==> src/rtl/serial_sync_pkg.sv <==
// Shared constants for the sync-word frame transmitter.
package serial_sync_pkg;

  // One-hot FSM encodings
  localparam logic [3:0] IDLE_OH = 4'b0001;
  localparam logic [3:0] SYNC_OH = 4'b0010;
  localparam logic [3:0] DATA_OH = 4'b0100;
  localparam logic [3:0] GAP_OH  = 4'b1000;

  typedef enum logic [3:0] {
    ST_IDLE = IDLE_OH,
    ST_SYNC = SYNC_OH,
    ST_DATA = DATA_OH,
    ST_GAP  = GAP_OH
  } state_e;

  // Pattern the downstream detector looks for
  localparam logic [7:0] SYNC_DEFAULT = 8'b0101_0101;

  // Bit counter spans the 8 bits of one byte (7 down to 0)
  localparam int BIT_CNT_W = 3;

endpackage

==> src/rtl/serial_sync_tx_piso_shift8.sv <==
// 8-bit parallel-in / serial-out register, MSB first.
// Vacated positions and the reset value are FILL so the line idles at FILL.
module piso_shift8 #(
  parameter logic FILL = 1'b1
) (
  input  logic       clk,
  input  logic       rst,
  input  logic       load,
  input  logic       shift,
  input  logic [7:0] d,
  output logic       q_msb
);

  logic [7:0] sr_q;

  // Load has priority over shift; shifting pulls in the fill level
  always_ff @(posedge clk or posedge rst) begin
    if (rst)        sr_q <= {8{FILL}};
    else if (load)  sr_q <= d;
    else if (shift) sr_q <= {sr_q[6:0], FILL};
  end

  assign q_msb = sr_q[7];

endmodule

==> src/rtl/serial_sync_tx.sv <==
// Frame transmitter: SYNC word then payload byte, MSB first, followed by
// GAP_LEN idle bit times. dout is the MSB flop of the shift register; between
// frames the register is refilled with the idle level so the line is idle.
module serial_sync_tx
  import serial_sync_pkg::*;
#(
  parameter logic [7:0] SYNC       = SYNC_DEFAULT,
  parameter logic       IDLE_LEVEL = 1'b1,
  parameter int         GAP_LEN    = 2
) (
  input  logic       clk,
  input  logic       rst,
  input  logic [7:0] data_in,
  input  logic       load,
  output logic       ready,
  output logic       dout,
  output logic       frame,
  output logic       done,
  output logic [7:0] frame_cnt
);

  localparam logic [3:0] GAP_LAST = 4'(GAP_LEN - 1);

  state_e               state_q;
  logic [BIT_CNT_W-1:0] cnt_q;
  logic [3:0]           gap_q;
  logic [7:0]           payload_q;
  logic                 ready_q, frame_q, done_q;
  logic [7:0]           frame_cnt_q;

  logic       accept;
  logic       sr_load, sr_shift;
  logic [7:0] sr_d;

  assign accept = load & ready_q;

  // Shift register control: load sync/payload/idle fill at phase boundaries,
  // shift while bits of the current byte remain
  always_comb begin
    sr_load  = 1'b0;
    sr_shift = 1'b0;
    sr_d     = {8{IDLE_LEVEL}};
    case (state_q)
      ST_IDLE: if (accept) begin
        sr_load = 1'b1;
        sr_d    = SYNC;
      end
      ST_SYNC: if (cnt_q == '0) begin
        sr_load = 1'b1;
        sr_d    = payload_q;
      end else begin
        sr_shift = 1'b1;
      end
      ST_DATA: if (cnt_q == '0) sr_load = 1'b1;
               else             sr_shift = 1'b1;
      ST_GAP:  ;
      default: sr_load = 1'b1;
    endcase
  end

  piso_shift8 #(.FILL(IDLE_LEVEL)) u_piso (
    .clk   (clk),
    .rst   (rst),
    .load  (sr_load),
    .shift (sr_shift),
    .d     (sr_d),
    .q_msb (dout)
  );

  // Frame FSM with bit/gap counters, handshake and registered status outputs
  always_ff @(posedge clk or posedge rst) begin
    if (rst) begin
      state_q     <= ST_IDLE;
      cnt_q       <= '0;
      gap_q       <= '0;
      payload_q   <= '0;
      ready_q     <= 1'b1;
      frame_q     <= 1'b0;
      done_q      <= 1'b0;
      frame_cnt_q <= '0;
    end else begin
      case (state_q)
        ST_IDLE: if (accept) begin
          state_q   <= ST_SYNC;
          payload_q <= data_in;
          cnt_q     <= '1;
          ready_q   <= 1'b0;
          frame_q   <= 1'b1;
        end
        ST_SYNC: if (cnt_q == '0) begin
          state_q <= ST_DATA;
          cnt_q   <= '1;
        end else begin
          cnt_q <= cnt_q - 1'b1;
        end
        ST_DATA: if (cnt_q == '0) begin
          state_q     <= ST_GAP;
          frame_q     <= 1'b0;
          done_q      <= 1'b1;
          frame_cnt_q <= frame_cnt_q + 8'd1;
          gap_q       <= GAP_LAST;
        end else begin
          cnt_q <= cnt_q - 1'b1;
        end
        ST_GAP: begin
          done_q <= 1'b0;
          if (gap_q == '0) begin
            state_q <= ST_IDLE;
            ready_q <= 1'b1;
          end else begin
            gap_q <= gap_q - 4'd1;
          end
        end
        default: begin
          state_q     <= ST_IDLE;
          cnt_q       <= '0;
          gap_q       <= '0;
          ready_q     <= 1'b1;
          frame_q     <= 1'b0;
          done_q      <= 1'b0;
          frame_cnt_q <= '0;
        end
      endcase
    end
  end

  assign ready     = ready_q;
  assign frame     = frame_q;
  assign done      = done_q;
  assign frame_cnt = frame_cnt_q;

endmodule

==> config.mk <==
export PLATFORM = sky130hd
export DESIGN_NAME = serial_sync_tx
export DESIGN_NICKNAME = d
export VERILOG_FILES = /design/src/rtl/serial_sync_pkg.sv /design/src/rtl/serial_sync_tx_piso_shift8.sv /design/src/rtl/serial_sync_tx.sv
export SDC_FILE = /design/constraint.sdc
export NUM_CORES = 1
export LEC_CHECK = 0
export CAP_MARGIN = 10
export CELL_PAD_IN_SITES_DETAIL_PLACEMENT = 1
export CELL_PAD_IN_SITES_GLOBAL_PLACEMENT = 1
export CORE_MARGIN = 2
export CORE_UTILIZATION = 53
export CTS_CLUSTER_SIZE = 12
export DETAILED_ROUTE_END_ITERATION = 12
export DONT_BUFFER_PORTS = 1
export GPL_ROUTABILITY_DRIVEN = 0
export PLACE_DENSITY_LB_ADDON = 0.2
export SYNTH_ARGS = -nofsm -noshare
export SYNTH_HDL_FRONTEND = slang
export SYNTH_SLANG_ARGS = --single-unit
export TNS_END_PERCENT = 5
==> constraint.sdc <==
create_clock -name clk -period 4.8 [get_ports clk]
set_clock_uncertainty 0.05 [all_clocks]
set_input_delay 0.96 -clock clk [delete_from_list [all_inputs] [get_ports clk]]
set_output_delay 0.96 -clock clk [all_outputs]
set_load 0.005 [all_outputs]
# Yosys cells after proc, flatten, opt, wreduce, memory -nomap -nowiden
# Index checks and enable logic that the tools add are counted.
# classes
addsub	3
n_eq_ne	10
n_mux	32
n_bitwise	6
n_reduce_logical	15
# ops
operator	count
$mux 8	5
$pmux 8 s2	2
$mux 4	6
$pmux 4 s4	1
$ne 2x2->1 const B	6
$pmux 3 s4	1
$pmux 4 s3	1
$reduce_and 3->1	4
$mux 1	9
$mux 3	3
$pmux 1 s3	3
$add 8x1->8 const B	1
$reduce_and 2->1	3
$reduce_or 2->1	3
$not 1->1	5
$eq 4x1->1 const B	1
$eq 4x2->1 const B	1
$eq 4x3->1 const B	1
$eq 4x4->1 const B	1
$logic_not 4->1	1
$reduce_and 4->1	1
$sub 4x1->4 const B	1
$logic_not 3->1	1
$reduce_or 3->1	1
other kinds (4)	4
# totals
ff_bits	38
in_bits	11
output_inout_bits	12
word_cells	75

# Depth between registers and ports, before layout
# Gate-level depths: netlist (run 1).
# logic_depth
word_depth	5
ltp_mapped	8
ltp_nobuf	7

# Modules after synthesis
# A second synthesis (run 1) with hierarchy kept.
# unflattened
hier_cells	222
area_unflattened_um2	2173.3
# modules_own_cells
mod	n_inst	cells_each	area_per_inst_um2	seq_area_each_um2
serial_sync_tx	1	187	1793.0	753.2
piso_shift8	1	35	380.4	210.2

# Worst setup path before layout (run 1)
# OpenSTA, ideal clock, no wires.
# synth_path
path_kind	in2reg
startpoint	in load
endpoint	reg payload_q[0]
setup_ns	0.125
t_arrival_ns	1.910
required_time_ns	4.625
setup_slack_ns	2.715
path_stages	4
path_buffers	1
path_cell_list	nand2_1 > nor4_2 > buf_2 > mux2_2
# synth_between
elab_chain_len	2
# synth_rtl
item	line	source
from (decl)	serial_sync_tx.sv:14	input logic load,
$and 1x1->1	serial_sync_tx.sv:35	assign accept = load & ready_q;
$reduce_and 2->1 (no source line)	n/a	
to (signal assigned)	serial_sync_tx.sv:85	payload_q <= data_in;
to (decl)	serial_sync_tx.sv:27	logic [7:0] payload_q;
# No other way between the ends.
# A chain may end at the register's enable or synchronous reset.

# Worst setup path after layout (run 1)
# layout_path
startpoint	reg state_q[1]
endpoint	reg cnt_q[0]
# layout_between
elab_chain_len	3
word_cells_on_any_way	9
classes_between	eq/ne: 6; mux: 1; bitwise: 1; reduce/logical: 1
# layout_rtl
item	line	source
from (decl)	serial_sync_tx.sv:24	state_e state_q;
from (signal assigned)	serial_sync_tx.sv:73	state_q <= ST_IDLE;
from (signal assigned)	serial_sync_tx.sv:84	state_q <= ST_SYNC;
from (signal assigned)	serial_sync_tx.sv:91	state_q <= ST_DATA;
$eq 4x3->1, or another cell as far along	serial_sync_tx.sv:82	case (state_q)
$ne 2x2->1 (no source line) / $not 1->1 (equally long branches)	n/a	
$reduce_and 3->1 (no source line)	n/a	
to (signal assigned)	serial_sync_tx.sv:94	cnt_q <= cnt_q - 1'b1;
to (signal assigned)	serial_sync_tx.sv:103	cnt_q <= cnt_q - 1'b1;
to (decl)	serial_sync_tx.sv:25	logic [BIT_CNT_W-1:0] cnt_q;
# Several ways; a longest one is shown, not always the timed one.

==> run_summary.xml, run 1 <==
<?xml version="1.0" encoding="UTF-8"?>
<metrics>
  <group name="synth">
    <metric name="yosys_register_bits" unit="">38</metric>
    <metric name="number_of_flops_mapped_to_enable_cells_by_yosys" unit="">0</metric>
    <metric name="synthFlopType" unit="">sky130_fd_sc_hd__dfrtp_1</metric>
    <metric name="syn-mean-instance-area" unit="µm²">9.91</metric>
    <metric name="synthesized_netlist_net_count" unit="">237</metric>
    <metric name="post_synth_instance_area" unit="µm²">2190</metric>
    <metric name="yosys_warnings" unit="">0</metric>
    <metric name="synth_cell_types" unit="">53</metric>
    <metric name="synthesis.instances" unit="">221</metric>
    <metric name="async_flop_share" unit="%">100</metric>
    <metric name="seq_area_frac_synth" unit="%">44.0</metric>
  </group>
  <group name="global_routing">
    <metric name="number_of_antenna_violations_at_the_first_check_in_global_routing" unit="">0</metric>
    <metric name="grt_pass1_vias" unit="">1810</metric>
    <metric name="grt_util_all_layers" unit="%">26.4</metric>
    <metric name="maximum_number_of_pins_on_one_net_before_global_route_repair" unit="">39</metric>
    <metric name="wire_length_of_the_first_global_routing_pass" unit="mm">8.99</metric>
    <metric name="grt.overflow.total" unit="">0</metric>
  </group>
  <group name="sta">
    <metric name="setup_tns_final" unit="ns">0</metric>
    <metric name="drv_slew" unit="">0</metric>
    <metric name="finalCritPeriodShare" unit="%">47.1</metric>
    <metric name="worst_case_headroom_to_the_max_slew_limit" unit="%">41.8</metric>
    <metric name="setup_viol" unit="">0</metric>
    <metric name="upper_clock_frequency_limit" unit="MHz">442</metric>
    <metric name="tightest_slew" unit="ns">0.866</metric>
    <metric name="final.setup.worst_slack" unit="ns">2.54</metric>
    <metric name="holdWs" unit="ns">0.424</metric>
    <metric name="finalWorstPathRequiredPeriod" unit="ns">2.26</metric>
    <metric name="grt_setup_unrepaired" unit="">no</metric>
    <metric name="final-hold-violation-count" unit="">0</metric>
  </group>
  <group name="finish">
    <metric name="layout-drive-gt1-share" unit="%">18.3</metric>
    <metric name="stdcell_count" unit="">269</metric>
    <metric name="commonest_cells_after_routing_fill_and_taps_aside" unit="">sky130_fd_sc_hd__dfrtp_1, sky130_fd_sc_hd__nand2_1, sky130_fd_sc_hd__o21ai_0</metric>
    <metric name="diodes" unit="">0</metric>
    <metric name="layout.cells.most_common" unit="">sky130_fd_sc_hd__dfrtp_1</metric>
    <metric name="layout-area-overhead-vs-synth" unit="%">5.26</metric>
    <metric name="design.final.nets" unit="">234</metric>
  </group>
  <group name="power">
    <metric name="leakagePower" unit="µW">0.000940</metric>
    <metric name="report.power.total" unit="µW">1500</metric>
    <metric name="vdd_drop_max" unit="µV">345</metric>
    <metric name="power_density" unit="nW/µm²">649</metric>
  </group>
  <group name="critical_path">
    <metric name="critical_path.max_stage_delay" unit="ns">0.81</metric>
    <metric name="cp_common_cell" unit="">sky130_fd_sc_hd__nand2_1</metric>
    <metric name="crit_fanout" unit="">19</metric>
    <metric name="cp_slowest_cell" unit="">sky130_fd_sc_hd__dfrtp_1</metric>
    <metric name="critPathBufInv" unit="">0</metric>
    <metric name="timing.critical_path.required" unit="ns">4.97</metric>
    <metric name="worstPathCellList" unit="">nor4b_2 &gt; nand2_1 &gt; nand2_1 &gt; a21oi_1 &gt; mux2i_1</metric>
    <metric name="critical_path_arrival" unit="ns">2.43</metric>
    <metric name="critPathLaunchType" unit="">register</metric>
    <metric name="critical_path_class" unit="">register to register</metric>
    <metric name="rrSetupSlack" unit="ns">2.54</metric>
    <metric name="critical-path-top-delay-family" unit="">simple AND/OR/NAND/NOR gates</metric>
    <metric name="setup.worst_path.end_class" unit="">register</metric>
  </group>
  <group name="placed_design">
    <metric name="io_buffer_count" unit="">0</metric>
    <metric name="hpwl" unit="mm">3.81</metric>
    <metric name="post-place-cells" unit="">261</metric>
    <metric name="preCtsSetupSlack" unit="ns">2.60</metric>
  </group>
  <group name="detailed_routing">
    <metric name="detail_route.wirelength" unit="mm">5.35</metric>
    <metric name="drt_first_pass_iters" unit="">4</metric>
    <metric name="drt_drc_violations_left" unit="">0</metric>
    <metric name="drt_iter0_drcs" unit="">62</metric>
    <metric name="wire_per_inst" unit="µm">19.9</metric>
    <metric name="avgViaCountPerCell" unit="">6.34</metric>
    <metric name="vias" unit="">1706</metric>
    <metric name="remaining_number_of_nets_flagged_by_the_antenna_check_after_routing" unit="">0</metric>
  </group>
  <group name="run">
    <metric name="maxCapViolations" unit="">0</metric>
  </group>
  <group name="clocking">
    <metric name="path_clk_slew" unit="ns">0.08</metric>
    <metric name="cts_inserted_buffers" unit="">5</metric>
    <metric name="numClockSinks" unit="">38</metric>
    <metric name="cts.repair_timing.setup_buffer_count" unit="">0</metric>
    <metric name="cts_max_level" unit="">2</metric>
    <metric name="tritoncts" unit="">done</metric>
    <metric name="post_cts_resized" unit="">0</metric>
    <metric name="clock_latency_on_the_worst_skew_pair" unit="ns">0.29</metric>
    <metric name="bufs_on_longest_clock_path" unit="">2</metric>
    <metric name="cts_root_buffer" unit="">sky130_fd_sc_hd__clkbuf_8</metric>
    <metric name="postCtsHoldBufs" unit="">0</metric>
  </group>
  <group name="floorplan">
    <metric name="initial_cell_density_of_the_core" unit="%">54.7</metric>
    <metric name="standard_cell_rows" unit="">23</metric>
    <metric name="chipHeight" unit="µm">68.3</metric>
    <metric name="ios" unit="">23</metric>
    <metric name="core-area" unit="µm²">4000</metric>
    <metric name="area_of_the_die" unit="µm²">4660</metric>
    <metric name="fp.dieW" unit="µm">68.3</metric>
  </group>
  <group name="hold_path">
    <metric name="hp-class" unit="">register to register</metric>
  </group>
  <group name="run_status">
    <metric name="run_status" unit="">finished, final reports clean</metric>
  </group>
</metrics>
[stage by stage]
| stage | instance area (µm²) | utilization, % |
|---|---|---|
| 3_3_place_gp | 2190 | 54.8 |
| 2_1_floorplan | 2190 | - |
| 6_report | 2300 | 57.6 |
| 4_1_cts | 2300 | 57.6 |
| 3_5_place_dp | 2190 | 54.8 |
| 5_1_grt | 2300 | 57.6 |
[final cells by class]
type / instances / area, µm²
clock buffers: 5 / 68.8
clock inverters: 3 / 45.0
fillers: 461 / 1700
inverters: 10 / 37.5
multi-input cells: 160 / 1100
flip-flops and latches: 38 / 963
well taps: 50 / 62.6
repair buffers: 3 / 22.5
[cell families (layout without fill, tap and decap cells)]
| family | count (synthesis) | in the layout | share of synthesized area [%] |
|---|---|---|---|
| AND/OR/NAND/NOR | 79 | 79 | 20.5 |
| AO/OA/AOI/OAI | 57 | 57 | 18.0 |
| flip-flops | 38 | 38 | 44.0 |
| buffers and inverters | 23 | 21 | 5.54 |
| multiplexers | 12 | 12 | 5.94 |
| XOR/XNOR | 7 | 7 | 3.14 |
| adder cells (fa/ha/maj) | 5 | 5 | 2.86 |
[worst paths after layout]
path | start | to | cells past startpoint
setup / recovery | state_q[1]$_DFFE_PP0P_ | cnt_q[0]$_DFFE_PP0P_ | 5
hold / removal | u_piso.sr_q[4]$_DFFE_PP1P_ | u_piso.sr_q[4]$_DFFE_PP1P_ | 2
setup reg to reg | state_q[1]$_DFFE_PP0P_ | cnt_q[0]$_DFFE_PP0P_ | 5
hold reg to reg | u_piso.sr_q[4]$_DFFE_PP1P_ | u_piso.sr_q[4]$_DFFE_PP1P_ | 2
max in group asynchronous | rst | state_q[0]$_DFFE_PP1P_ | 2
min in group asynchronous | rst | frame_cnt[4]$_DFFE_PP0P_ | 2
[worst reg2reg max path: cells and delay by family (launching register included)]
family	cells	cell delay, ns
and+or+nand+nor	3	1.08
DFF	1	0.81
muxes	1	0.17
AOI/OAI and AO/OA	1	0.08
[sequential cells by signal (all words and copies together), names as in the netlist]
register / flops
u_piso.sr_q: 8
frame: 1
frame_cnt: 8
cnt_q: 3
done: 1
ready: 1
gap_q: 4
payload_q: 8
state_q: 4
[Yosys cell counts, types with 2 or more instances]
cell type | n | area [µm²]
sky130_fd_sc_hd__a211oi_1 | 2 | 15.0
sky130_fd_sc_hd__a21oi_1 | 9 | 45.0
sky130_fd_sc_hd__a22oi_1 | 2 | 15.0
sky130_fd_sc_hd__a311oi_1 | 3 | 26.3
sky130_fd_sc_hd__a31oi_1 | 3 | 18.8
sky130_fd_sc_hd__a32oi_1 | 3 | 26.3
sky130_fd_sc_hd__buf_2 | 7 | 35.0
sky130_fd_sc_hd__buf_4 | 3 | 22.5
sky130_fd_sc_hd__buf_6 | 2 | 22.5
sky130_fd_sc_hd__dfrtp_1 | 28 | 701
sky130_fd_sc_hd__dfstp_2 | 10 | 263
sky130_fd_sc_hd__ha_1 | 5 | 62.6
sky130_fd_sc_hd__inv_1 | 10 | 37.5
sky130_fd_sc_hd__mux2_2 | 8 | 90.1
sky130_fd_sc_hd__mux2i_1 | 4 | 40.0
sky130_fd_sc_hd__nand2_1 | 20 | 75.1
sky130_fd_sc_hd__nand2b_1 | 2 | 12.5
sky130_fd_sc_hd__nand2b_4 | 2 | 27.5
sky130_fd_sc_hd__nand3_1 | 9 | 45.0
sky130_fd_sc_hd__nand4_1 | 2 | 12.5
sky130_fd_sc_hd__nor2_1 | 15 | 56.3
sky130_fd_sc_hd__nor2b_1 | 4 | 25.0
sky130_fd_sc_hd__nor3_1 | 9 | 45.0
sky130_fd_sc_hd__nor3b_1 | 2 | 15.0
sky130_fd_sc_hd__nor4_1 | 2 | 12.5
sky130_fd_sc_hd__o21ai_0 | 17 | 85.1
sky130_fd_sc_hd__o22a_1 | 3 | 26.3
sky130_fd_sc_hd__o31ai_1 | 4 | 30.0
sky130_fd_sc_hd__or3_1 | 3 | 18.8
sky130_fd_sc_hd__xnor2_1 | 2 | 17.5
sky130_fd_sc_hd__xor2_1 | 4 | 35.0
[power by group]
part	leakage [µW]	switching, µW	total [µW]	internal, µW
registers	0.000469	119	569	451
logic	0.000420	383	651	268
clock network	0.0000504	122	276	155
total	0.000940	623	1500	873
[routing by layer]
metal | wire length (µm) | track usage, %
met5 | 0 | 0
met4 | 83 | 7.75
met3 | 212 | 6.09
met2 | 2760 | 44.9
met1 | 2290 | 33.2
No activity file was read; power rests on OpenSTA's default activity.
==> run 2: changes to the inputs <==
--- a/config.mk
+++ b/config.mk
@@ -9,7 +9,7 @@
 export CELL_PAD_IN_SITES_DETAIL_PLACEMENT = 1
 export CELL_PAD_IN_SITES_GLOBAL_PLACEMENT = 1
 export CORE_MARGIN = 2
-export CORE_UTILIZATION = 53
+export CORE_UTILIZATION = 49
 export CTS_CLUSTER_SIZE = 12
 export DETAILED_ROUTE_END_ITERATION = 12
 export DONT_BUFFER_PORTS = 1
==> constraint.sdc (replaced) <==
create_clock -name clk -period 2.3 [get_ports clk]
set_clock_uncertainty 0.05 [all_clocks]
set_input_delay 0.46 -clock clk [delete_from_list [all_inputs] [get_ports clk]]
set_output_delay 0.46 -clock clk [all_outputs]
set_load 0.005 [all_outputs]
==> run_summary.xml, run 2 (same netlist as run 1, synthesis figures left out) <==
<?xml version="1.0" encoding="UTF-8"?>
<metrics>
  <group name="placed_design">
    <metric name="hpwl" unit="mm">3.78</metric>
    <metric name="post-place-cells" unit="">271</metric>
    <metric name="dpl_cell_area" unit="µm²">2250</metric>
    <metric name="io_buffer_count" unit="">0</metric>
  </group>
  <group name="sta">
    <metric name="finalWorstPathRequiredPeriod" unit="ns">2.09</metric>
    <metric name="upper_clock_frequency_limit" unit="MHz">478</metric>
    <metric name="setup_viol" unit="">0</metric>
    <metric name="final-hold-violation-count" unit="">0</metric>
    <metric name="grt_setup_unrepaired" unit="">no</metric>
    <metric name="setup_tns_final" unit="ns">0</metric>
    <metric name="tightest_slew" unit="ns">0.744</metric>
    <metric name="worst_case_headroom_to_the_max_slew_limit" unit="%">50.1</metric>
    <metric name="finalCritPeriodShare" unit="%">91.0</metric>
    <metric name="drv_slew" unit="">0</metric>
  </group>
  <group name="detailed_routing">
    <metric name="drt_iter0_drcs" unit="">75</metric>
    <metric name="drt_drc_violations_left" unit="">0</metric>
    <metric name="detail_route.wirelength" unit="mm">5.19</metric>
    <metric name="vias" unit="">1723</metric>
    <metric name="drt_first_pass_iters" unit="">4</metric>
    <metric name="remaining_number_of_nets_flagged_by_the_antenna_check_after_routing" unit="">0</metric>
    <metric name="avgViaCountPerCell" unit="">6.18</metric>
    <metric name="wire_per_inst" unit="µm">18.6</metric>
  </group>
  <group name="global_routing">
    <metric name="grtUsageMet2" unit="%">37.1</metric>
    <metric name="grt.busiest_layer" unit="">met2</metric>
    <metric name="use_met1" unit="%">29.1</metric>
    <metric name="maximum_number_of_pins_on_one_net_before_global_route_repair" unit="">39</metric>
    <metric name="grt.overflow.total" unit="">0</metric>
    <metric name="wire_length_of_the_first_global_routing_pass" unit="mm">8.94</metric>
    <metric name="grt_util_all_layers" unit="%">22.3</metric>
    <metric name="number_of_antenna_violations_at_the_first_check_in_global_routing" unit="">0</metric>
    <metric name="grt_pass1_vias" unit="">1807</metric>
    <metric name="grt_util_met3" unit="%">5.70</metric>
  </group>
  <group name="clocking">
    <metric name="post_cts_resized" unit="">0</metric>
    <metric name="cts.repair_timing.setup_buffer_count" unit="">0</metric>
    <metric name="cts_root_buffer" unit="">sky130_fd_sc_hd__clkbuf_8</metric>
    <metric name="bufs_on_longest_clock_path" unit="">2</metric>
    <metric name="cts_inserted_buffers" unit="">5</metric>
    <metric name="numClockSinks" unit="">38</metric>
    <metric name="clock_latency_on_the_worst_skew_pair" unit="ns">0.29</metric>
    <metric name="tritoncts" unit="">done</metric>
    <metric name="cts_max_level" unit="">2</metric>
    <metric name="path_clk_slew" unit="ns">0.08</metric>
    <metric name="postCtsHoldBufs" unit="">0</metric>
  </group>
  <group name="critical_path">
    <metric name="timing.critical_path.required" unit="ns">2.46</metric>
    <metric name="worstPathCellList" unit="">nor3_2 &gt; a32oi_4 &gt; nand2_4 &gt; or3_1 &gt; a21oi_1</metric>
    <metric name="cp_slowest_cell" unit="">sky130_fd_sc_hd__dfstp_2</metric>
    <metric name="critical_path_arrival" unit="ns">2.25</metric>
    <metric name="crit_fanout" unit="">18</metric>
    <metric name="critical_path.max_stage_delay" unit="ns">0.78</metric>
    <metric name="critPathLaunchType" unit="">register</metric>
    <metric name="critical_path_class" unit="">register to register</metric>
    <metric name="setup.worst_path.end_class" unit="">register</metric>
  </group>
  <group name="floorplan">
    <metric name="initial_cell_density_of_the_core" unit="%">50.6</metric>
    <metric name="chipHeight" unit="µm">70.8</metric>
    <metric name="ios" unit="">23</metric>
    <metric name="standard_cell_rows" unit="">24</metric>
    <metric name="core-area" unit="µm²">4320</metric>
    <metric name="fp.dieW" unit="µm">70.8</metric>
    <metric name="area_of_the_die" unit="µm²">5020</metric>
  </group>
  <group name="power">
    <metric name="report.power.total" unit="µW">3140</metric>
    <metric name="power_density" unit="nW/µm²">1330</metric>
    <metric name="leakagePower" unit="µW">0.000988</metric>
    <metric name="vdd_drop_max" unit="µV">611</metric>
  </group>
  <group name="finish">
    <metric name="commonest_cells_after_routing_fill_and_taps_aside" unit="">sky130_fd_sc_hd__dfrtp_1, sky130_fd_sc_hd__nand2_1, sky130_fd_sc_hd__o21ai_0</metric>
    <metric name="design.final.nets" unit="">242</metric>
    <metric name="layout-area-overhead-vs-synth" unit="%">7.94</metric>
    <metric name="stdcell_count" unit="">279</metric>
    <metric name="layout.cells.most_common" unit="">sky130_fd_sc_hd__dfrtp_1</metric>
    <metric name="layout-drive-gt1-share" unit="%">21.1</metric>
    <metric name="post-route-util" unit="%">54.7</metric>
    <metric name="diodes" unit="">0</metric>
    <metric name="final_cell_area" unit="µm²">2360</metric>
  </group>
  <group name="run_status">
    <metric name="run_status" unit="">finished, final reports clean</metric>
  </group>
  <group name="run">
    <metric name="maxCapViolations" unit="">0</metric>
  </group>
  <group name="hold_path">
    <metric name="hp-class" unit="">primary input to async pin</metric>
  </group>
</metrics>
run 2: layer usage:
layer  routed length [µm]  part of all wire (%)
met1                 2300                    44
met2                 2640                    51
met4                   59                   1.1
met5                    0                     0
met3                  193                   3.7
run 2: worst max-delay path: cells and delay by family (launching register included):
kind               cells  cell delay, ns
DFF                    1            0.78
and+or+nand+nor        3            0.61
AOI/OAI and AO/OA      2            0.57
run 2: path summary, 6_finish.rpt:
| kind | startpoint | to | slack, ns | depth (start not counted) |
|---|---|---|---|---|
| setup / recovery | state_q[0]$_DFFE_PP1P_ | frame_cnt[3]$_DFFE_PP0P_ | 0.21 | 5 |
| hold / removal | rst | frame_cnt[6]$_DFFE_PP0P_ | 0.12 | 2 |
| setup reg to reg | state_q[0]$_DFFE_PP1P_ | frame_cnt[3]$_DFFE_PP0P_ | 0.21 | 5 |
| hold reg to reg | u_piso.sr_q[4]$_DFFE_PP1P_ | u_piso.sr_q[4]$_DFFE_PP1P_ | 0.43 | 2 |
| max in group asynchronous | rst | state_q[0]$_DFFE_PP1P_ | 1.72 | 2 |
| min in group clk | data_in[0] | payload_q[0]$_DFFE_PP0P_ | 0.27 | 1 |
run 2: cell type report:
class	count	area, µm²
inverter	10	37.5
multi-input combinational	160	1100
tap	52	65.1
fill	478	1960
clock buffer	8	110
sequential	38	963
timing repair buffer	11	82.6
run 2: per-stage QoR:
step	setup slack [ns]	hold slack, ns
CTS	0.188	0.140
floorplan	0.474	0.389
global placement	0.287	0.409
detailed placement	0.205	0.412
finish	0.207	0.124
global route	0.0428	0.157
run 2: power breakdown:
group	total [µW]	leakage, µW	switching, µW	internal (µW)
logic	1430	0.000462	817	614
registers	1170	0.000469	230	942
clock network	537	0.0000575	234	303
total	3140	0.000988	1280	1860
==> run 3: changes to the inputs <==
==> constraint.sdc (replaced) <==
create_clock -name clk -period 2.11 [get_ports clk]
set_clock_uncertainty 0.05 [all_clocks]
set_input_delay 0.422 -clock clk [delete_from_list [all_inputs] [get_ports clk]]
set_output_delay 0.422 -clock clk [all_outputs]
set_load 0.005 [all_outputs]
==> run_summary.xml, run 3 (same netlist as run 1, synthesis figures left out) <==
<?xml version="1.0" encoding="UTF-8"?>
<metrics>
  <group name="run_status">
    <metric name="run_status" unit="">finished, final reports clean</metric>
  </group>
  <group name="sta">
    <metric name="worst_case_headroom_to_the_max_slew_limit" unit="%">60.8</metric>
    <metric name="finalWorstPathRequiredPeriod" unit="ns">2.00</metric>
    <metric name="finalCritPeriodShare" unit="%">94.8</metric>
    <metric name="upper_clock_frequency_limit" unit="MHz">500</metric>
    <metric name="tightest_slew" unit="ns">0.588</metric>
    <metric name="final-hold-violation-count" unit="">0</metric>
    <metric name="holdWs" unit="ns">0.0740</metric>
    <metric name="setup_viol" unit="">0</metric>
    <metric name="drv_slew" unit="">0</metric>
    <metric name="final.setup.worst_slack" unit="ns">0.110</metric>
  </group>
  <group name="floorplan">
    <metric name="initial_cell_density_of_the_core" unit="%">50.6</metric>
    <metric name="area_of_the_die" unit="µm²">5020</metric>
    <metric name="core-area" unit="µm²">4320</metric>
    <metric name="fp.dieW" unit="µm">70.8</metric>
    <metric name="chipHeight" unit="µm">70.8</metric>
    <metric name="ios" unit="">23</metric>
    <metric name="standard_cell_rows" unit="">24</metric>
  </group>
  <group name="finish">
    <metric name="layout-area-overhead-vs-synth" unit="%">9.49</metric>
    <metric name="diodes" unit="">0</metric>
    <metric name="layout.cells.most_common" unit="">sky130_fd_sc_hd__dfrtp_1</metric>
    <metric name="layout-drive-gt1-share" unit="%">23.7</metric>
    <metric name="commonest_cells_after_routing_fill_and_taps_aside" unit="">sky130_fd_sc_hd__dfrtp_1, sky130_fd_sc_hd__nand2_1, sky130_fd_sc_hd__o21ai_0</metric>
    <metric name="design.final.nets" unit="">247</metric>
  </group>
  <group name="clocking">
    <metric name="cts_max_level" unit="">2</metric>
    <metric name="cts_inserted_buffers" unit="">5</metric>
    <metric name="tritoncts" unit="">done</metric>
    <metric name="cts_root_buffer" unit="">sky130_fd_sc_hd__clkbuf_8</metric>
    <metric name="bufs_on_longest_clock_path" unit="">2</metric>
    <metric name="cts.repair_timing.setup_buffer_count" unit="">0</metric>
    <metric name="numClockSinks" unit="">38</metric>
    <metric name="path_clk_slew" unit="ns">0.07</metric>
    <metric name="clock_latency_on_the_worst_skew_pair" unit="ns">0.30</metric>
  </group>
  <group name="detailed_routing">
    <metric name="avgViaCountPerCell" unit="">6.01</metric>
    <metric name="vias" unit="">1706</metric>
    <metric name="wire_per_inst" unit="µm">18.6</metric>
    <metric name="drt_drc_violations_left" unit="">0</metric>
    <metric name="drt_first_pass_iters" unit="">4</metric>
    <metric name="drt_iter0_drcs" unit="">69</metric>
    <metric name="detail_route.wirelength" unit="mm">5.29</metric>
    <metric name="remaining_number_of_nets_flagged_by_the_antenna_check_after_routing" unit="">0</metric>
  </group>
  <group name="power">
    <metric name="power_density" unit="nW/µm²">1440</metric>
    <metric name="vdd_drop_max" unit="µV">746</metric>
    <metric name="leakagePower" unit="µW">0.00101</metric>
  </group>
  <group name="global_routing">
    <metric name="wire_length_of_the_first_global_routing_pass" unit="mm">9.03</metric>
    <metric name="number_of_antenna_violations_at_the_first_check_in_global_routing" unit="">0</metric>
    <metric name="grt_util_all_layers" unit="%">22.9</metric>
    <metric name="grt_pass1_vias" unit="">1840</metric>
    <metric name="maximum_number_of_pins_on_one_net_before_global_route_repair" unit="">39</metric>
    <metric name="grt.overflow.total" unit="">0</metric>
  </group>
  <group name="critical_path">
    <metric name="setup.worst_path.end_class" unit="">register</metric>
    <metric name="worst_r2r_endpoint" unit="">frame_cnt[4]$_DFFE_PP0P_</metric>
    <metric name="critical_path_arrival" unit="ns">2.17</metric>
    <metric name="critical_path_class" unit="">register to register</metric>
    <metric name="timing.reg2reg.worst_path_depth" unit="">5</metric>
    <metric name="timing.critical_path.required" unit="ns">2.28</metric>
    <metric name="critPathLaunchType" unit="">register</metric>
    <metric name="rrSetupSlack" unit="ns">0.11</metric>
    <metric name="crit_fanout" unit="">13</metric>
    <metric name="r2r_start" unit="">state_q[1]$_DFFE_PP0P_</metric>
  </group>
  <group name="run">
    <metric name="maxCapViolations" unit="">0</metric>
  </group>
  <group name="placed_design">
    <metric name="hpwl" unit="mm">3.86</metric>
    <metric name="io_buffer_count" unit="">0</metric>
    <metric name="preCtsSetupSlack" unit="ns">0.0575</metric>
  </group>
  <group name="hold_path">
    <metric name="hp-class" unit="">primary input to async pin</metric>
  </group>
</metrics>
[run 3: changes by cell type in the layout (fill, tap and decap cells not counted), sizes merged]
cell / previous run / this run
clkbuf: 8 / 7
clkinv: 0 / 1
buf: 11 / 16
[run 3: worst max path at each step]
stage                                 startpoint                         end  slack, ns  cells past startpoint
after floorplan             cnt_q[0]$_DFFE_PP0P_    frame_cnt[3]$_DFFE_PP0P_       0.28                      8
after global placement    state_q[0]$_DFFE_PP1P_    frame_cnt[4]$_DFFE_PP0P_       0.15                      5
after detailed placement  state_q[0]$_DFFE_PP1P_    frame_cnt[3]$_DFFE_PP0P_       0.06                      5
after CTS                 state_q[0]$_DFFE_PP1P_    frame_cnt[3]$_DFFE_PP0P_       0.05                      5
after global routing      state_q[1]$_DFFE_PP0P_  u_piso.sr_q[6]$_DFFE_PP1P_     -0.009                      5
final                     state_q[1]$_DFFE_PP0P_    frame_cnt[4]$_DFFE_PP0P_       0.11                      5
[run 3: critical path, stage by stage (launching register included)]
cell and delay (ns):
sky130_fd_sc_hd__dfrtp_1 0.72, sky130_fd_sc_hd__xor2_2 0.20, sky130_fd_sc_hd__a32oi_4 0.35, sky130_fd_sc_hd__nand2_4 0.10
sky130_fd_sc_hd__or3_1 0.36, sky130_fd_sc_hd__a21oi_1 0.15
[run 3: cell type report]
type / count / area [µm²]
clock buffers: 7 / 86.3
inverters: 10 / 37.5
flip-flops and latches: 38 / 967
well taps: 52 / 65.1
multi-input cells: 160 / 1120
fillers: 486 / 1930
clock inverters: 1 / 5.00
repair buffers: 16 / 120
[run 3: metrics by stage]
stage	instances	area, µm²	total power [µW]	setup TNS [ns]	utilization, %
detailed placement	276	2290	2920	0	53.0
floorplan	221	2190	2460	0	-
finish	284	2400	3460	0	55.4
global placement	276	2290	2810	0	53.0
global route	284	2400	3730	-0.0125	55.4
CTS	284	2380	3450	0	55.1
[run 3: timing repair]
item | CTS | global route
hold endpoints to repair | 0 | 0
setup endpoints to repair | 0 | 9
resized for setup | 0 | 4
hold buffers | 0 | 0
[run 3: per-layer routing]
layer	track usage [%]	part of all wire (%)	up-vias
li1	-	-	817
met1	29.8	44	853
met2	38.5	51	28
met3	5.13	3.9	8
met4	6.71	1.6	0
met5	0	0	-
[run 3: power breakdown]
part	switching [µW]	internal (µW)	leakage, µW	total (µW)
logic	920	741	0.000490	1660
registers	246	1030	0.000469	1280
clock network	258	264	0.0000482	522
